### config.mk
export PLATFORM = sky130hd
export DESIGN_NAME = sakura_scroll_reader
export DESIGN_NICKNAME = d
export VERILOG_FILES = /design/src/rtl/sakura_scroll_reader_pkg.sv /design/src/rtl/pixel_xy_split.sv /design/src/rtl/sakura_scroll_reader.sv
export SDC_FILE = /design/constraint.sdc
export NUM_CORES = 1
export LEC_CHECK = 0
export CAP_MARGIN = 0
export CORE_MARGIN = 3
export CORE_UTILIZATION = 51
export CTS_CLUSTER_DIAMETER = 150
export DETAILED_ROUTE_END_ITERATION = 12
export PLACE_DENSITY_LB_ADDON = 0.25
export SETUP_SLACK_MARGIN = 0.1
export SYNTH_ARGS = -nofsm -noshare
export SYNTH_HDL_FRONTEND = slang
export SYNTH_HIERARCHICAL = 1
export SYNTH_SLANG_ARGS = --single-unit
### constraint.sdc
create_clock -name clk -period 4.79 [get_ports clk]
set_input_delay 0.479 -clock clk [delete_from_list [all_inputs] [get_ports clk]]
set_output_delay 0.479 -clock clk [all_outputs]
set_load 0.005 [all_outputs]
### src/rtl/sakura_scroll_reader_pkg.sv
// Shared constants and types for the sakura image reader.
// OLED geometry, RGB565 colour keys and FSM encodings.
package sakura_scroll_reader_pkg;

  localparam int WIDTH  = 96;
  localparam int HEIGHT = 64;
  localparam int N      = 13;
  localparam int W      = 16;
  localparam int OW     = 7;
  localparam int XW     = 7;

  localparam logic [W-1:0] KEY_COLOUR = 16'hF81F;
  localparam logic [W-1:0] BG_COLOUR  = 16'h0000;

  typedef enum logic [1:0] {
    ST_IDLE = 2'd0,
    ST_RUN  = 2'd1,
    ST_HOLD = 2'd2
  } state_e;

endpackage

### src/rtl/pixel_xy_split.sv
// Splits an OLED pixel_index into column x and row y.
// Pure combinational; divisor is a constant.
module pixel_xy_split
  import sakura_scroll_reader_pkg::*;
(
  input  logic [N-1:0]  pixel_index_i,
  output logic [XW-1:0] x_o,
  output logic [N-1:0]  y_o
);

  assign y_o = pixel_index_i / N'(WIDTH);
  assign x_o = XW'(pixel_index_i % N'(WIDTH));

endmodule

### src/rtl/sakura_scroll_reader.sv
// Scrolling BRAM image reader feeding the 96x64 OLED.
// Three-stage pipeline: address, BRAM read, colour key.
module sakura_scroll_reader
  import sakura_scroll_reader_pkg::*;
#(
  parameter int unsigned FRAME_DIV = 4
) (
  input  logic          clk,
  input  logic          reset,
  input  logic [N-1:0]  pixel_index,
  input  logic          frame_begin,
  input  logic          run,
  input  logic          freeze,
  input  logic          dir,
  output logic [N-1:0]  bram_addr,
  output logic          bram_rw,
  input  logic [W-1:0]  bram_data,
  output logic [W-1:0]  pixel_data,
  output logic [OW-1:0] offset
);

  localparam int CW =
    (FRAME_DIV > 1) ? $clog2(FRAME_DIV) : 1;
  localparam logic [CW-1:0] CNT_LAST = CW'(FRAME_DIV - 1);
  localparam logic [OW-1:0] OFF_LAST = OW'(WIDTH - 1);
  localparam logic [N-1:0]  PIX_LIM  = N'(WIDTH * HEIGHT);
  localparam logic [N-1:0]  WN       = N'(WIDTH);
  localparam logic [XW:0]   XLIM     = (XW+1)'(WIDTH);

  state_e        state_q, state_d;
  logic [OW-1:0] offset_q, offset_d;
  logic [CW-1:0] cnt_q, cnt_d;
  logic          step;

  always_ff @(posedge clk) begin
    if (reset) state_q <= ST_IDLE;
    else       state_q <= state_d;
  end

  // run=0 wins over freeze in both RUN and HOLD
  always_comb begin
    state_d = state_q;
    unique case (state_q)
      ST_IDLE: if (run) state_d = ST_RUN;
      ST_RUN: begin
        if (!run)       state_d = ST_IDLE;
        else if (freeze) state_d = ST_HOLD;
      end
      ST_HOLD: begin
        if (!run)        state_d = ST_IDLE;
        else if (!freeze) state_d = ST_RUN;
      end
      default: state_d = ST_IDLE;
    endcase
  end

  always_comb begin
    step = (state_q == ST_RUN) && (state_d == ST_RUN)
           && frame_begin;
    cnt_d    = cnt_q;
    offset_d = offset_q;
    if (step) begin
      if (cnt_q == CNT_LAST) begin
        cnt_d = '0;
        if (dir)
          offset_d = (offset_q == '0) ? OFF_LAST
                                      : offset_q - OW'(1);
        else
          offset_d = (offset_q == OFF_LAST) ? '0
                                            : offset_q + OW'(1);
      end else begin
        cnt_d = cnt_q + CW'(1);
      end
    end
  end

  always_ff @(posedge clk) begin
    if (reset) begin
      cnt_q    <= '0;
      offset_q <= '0;
    end else begin
      cnt_q    <= cnt_d;
      offset_q <= offset_d;
    end
  end

  logic [XW-1:0] x, xs;
  logic [N-1:0]  y, addr_d;
  logic [XW:0]   xsum;
  logic          in_range;

  pixel_xy_split u_split (
    .pixel_index_i (pixel_index),
    .x_o           (x),
    .y_o           (y)
  );

  always_comb begin
    in_range = pixel_index < PIX_LIM;
    xsum     = {1'b0, x} + {1'b0, offset_q};
    if (xsum >= XLIM) xsum = xsum - XLIM;
    xs     = xsum[XW-1:0];
    addr_d = in_range ? (y * WN) + {{(N-XW){1'b0}}, xs}
                      : '0;
  end

  logic [N-1:0] addr_q;
  logic [W-1:0] pix_q;
  logic         v1_q, v2_q;

  // v carries in_range gated by the non-IDLE state of stage 1
  always_ff @(posedge clk) begin
    if (reset) begin
      addr_q <= '0;
      v1_q   <= 1'b0;
      v2_q   <= 1'b0;
      pix_q  <= BG_COLOUR;
    end else begin
      addr_q <= addr_d;
      v1_q   <= in_range && (state_q != ST_IDLE);
      v2_q   <= v1_q;
      pix_q  <= (v2_q && bram_data != KEY_COLOUR)
                ? bram_data : BG_COLOUR;
    end
  end

  assign bram_addr  = addr_q;
  assign bram_rw    = 1'b0;
  assign pixel_data = pix_q;
  assign offset     = offset_q;

endmodule
==> reports/metrics.yaml <==
status: "complete, no violations"
critPathRequiredTime_ns: 4.97
clock_latency_ns: 0.29
clkPwrFrac_pct: 27.2
wire_per_inst_um: 14.1
die_h_um: 85.3
worst_pin_slew_ns: 0.677
clk_path_buf_depth: 2
grt_max_degree: 17
hold_path.class: "register to register"
ant_nets: 0
syn-num-nets: 436
finalCritPeriodShare_pct: 93.0
drtIter0Drc: 62
wl_mm: 7.42
setup_slack_ns: 0.337
finish.instance_area_sq_mm: 0.00418
p_per_area_mw_per_mm2: 240
topRoutingLayerUsed: "met4"
power.leakage_uw: 0.00170
htreeDepth: 2
cp-start-kind: "primary input"
viasPerCell: 5.66
routedLengthMet1_mm: 3.23
antenna_found_initial: 0
cap_violations: 0
core-area_sq_mm: 0.00599
vias: 2970
worstPathArrival_ns: 4.63
cts.sinks: 42
combinationalPowerShare_pct: 35.2
gr-usage-all-layers_pct: 19.6
met2_length_mm: 3.61
place_ws_ns: -0.114
yosys_warnings: 6
swShare_pct: 29.6
min_period_ns: 4.45
p_switching_uw: 296
nFillCells: 492
syn-cell-area_sq_mm: 0.00321
clk_pin_slew_worst_paths_ns: 0.08
fmax_mhz: 225
postPlaceCellArea_sq_mm: 0.00396
vdd_drop_max_v: 0.000190
cts_root_buffer: "clkbuf_8"
wl_met3_um: 402
relSlewSlack_pct: 54.7
avgSynthCellArea_sq_um: 8.47
p_seq_share_pct: 37.6
hold_viol: 0
skew_ns: 0.00324
worst_setup_path_end_kind: "register"
rr_worst_depth: 16
cts-hold-fix-buffers: 0
nets: 506
firstDrtPassIters: 4
grt_setup_unrepaired: "false"
drive_gt1_share_pct: 15.6
rrSetupSlack_ns: 1.24
gp_congestion: 0.842
hpwl_mm: 5.68
die_w_um: 85.3
postSynthCellCount: 379
hold_path_depth: 1
io_pins: 72
initial_core_util_pct: 53.6
slew_violations: 0
drc_errors: 0
area_delta_synth_final_pct: 30.3
grt_first_pass_wirelength_mm: 11.9
numCtsBuffers: 5
rows: 28
diodes: 0
setup_viol: 0
p_int_uw: 706
portBuffers: 70
die_area_sq_mm: 0.00728
grt_pass1_vias: 2624
cts_tree: "done"
grt_overflow: 0
worst-path-max-fanout: 9
worstSetupPathType: "primary input to register"
==> power by group through the flow <==
stage          logic [uW]  registers [uW]  clock network, uW
3_3_place_gp          330             385                  0
2_1_floorplan         213             386                  0
3_5_place_dp          336             385                  0
6_report              353             376                273
4_1_cts               338             377                279
5_1_grt               391             379                295
==> layout make-up <==
type,instances,area (sq um),share of cell area [%]
Multi-Input combinational cell,292,2210,52.7
Clock inverter,3,40.0,0.957
Tap cell,75,93.8,2.24
Inverter,17,63.8,1.53
Sequential cell,42,841,20.1
Clock buffer,5,68.8,1.65
Timing Repair Buffer,91,870,20.8
==> path summary, 6_finish.rpt <==
| path | start | endpoint |
|---|---|---|
| min | v1_q | v2_q |
| max | pixel_index[9] | bram_addr[12] |
| max reg2reg | offset[0] | bram_addr[11] |
| min reg2reg | v1_q | v2_q |
==> what timing repair did <==
item,CTS,global route
gates resized for setup,0,23
endpoints found under the setup margin,0,4
buffers inserted,0,3
==> per-stage QoR <==
| stage | TNS, ns | util, % | hold WS [ns] | total power [uW] | std cells |
|---|---|---|---|---|---|
| floorplan | 0 | - | 0.414 | 599 | 379 |
| global placement | 0 | 66.0 | 0.424 | 714 | 514 |
| detailed placement | -0.196 | 66.0 | 0.440 | 720 | 514 |
| CTS | 0 | 67.9 | 0.455 | 994 | 522 |
| global route | 0 | 69.8 | 0.479 | 1070 | 525 |
| finish | 0 | 69.8 | 0.454 | 1000 | 525 |
==> sequential cells by signal, indices dropped and copies added, names as in the netlist <==
name        count
bram_addr      13
cnt_q           2
offset          7
pixel_data     16
state_q         2
v1_q            1
v2_q            1
==> cells in the final DEF (no fill, tap or decap), types with 4 or more instances in the layout <==
master and count:
inv_1 16, nand4b_1 4, ha_1 16, a21o_1 4, or3_1 4, o21ai_1 6, and2_1 20, a211oi_1 4
nand2_1 15, nor3_1 14, nor3b_1 5, and3_1 4, mux2_2 4, dfxtp_1 42, o21ai_0 12, a21oi_1 22
nand2b_1 4, xor2_1 10, buf_4 20, clkbuf_8 5, nor2_1 30, a211o_1 4, nand3_1 9, clkdlybuf4s50_1 67
nor2b_1 7
==> layer usage <==
metal  up-vias  global-route usage (%)
met5         -                       0
met4         0                    7.77
met3        16                    2.82
met2        79                    32.7
met1      1367                    25.3
li1       1508                       -
==> worst max-delay path: stages <==
cell and delay [ns]:
clkdlybuf4s50_1 0.46, buf_6 0.16, nor2b_2 0.16, a32oi_2 0.30
a22oi_2 0.16, or3_4 0.43, a21oi_2 0.15, a22oi_2 0.08
ha_4 0.28, inv_2 0.04, o41a_1 0.40, o2111a_1 0.17
a211o_1 0.28, ha_1 0.28, a21o_1 0.13, nand3_1 0.12
nor3_2 0.18, nand3_1 0.11, mux2_2 0.27
(Power assumes the default switching activity.)
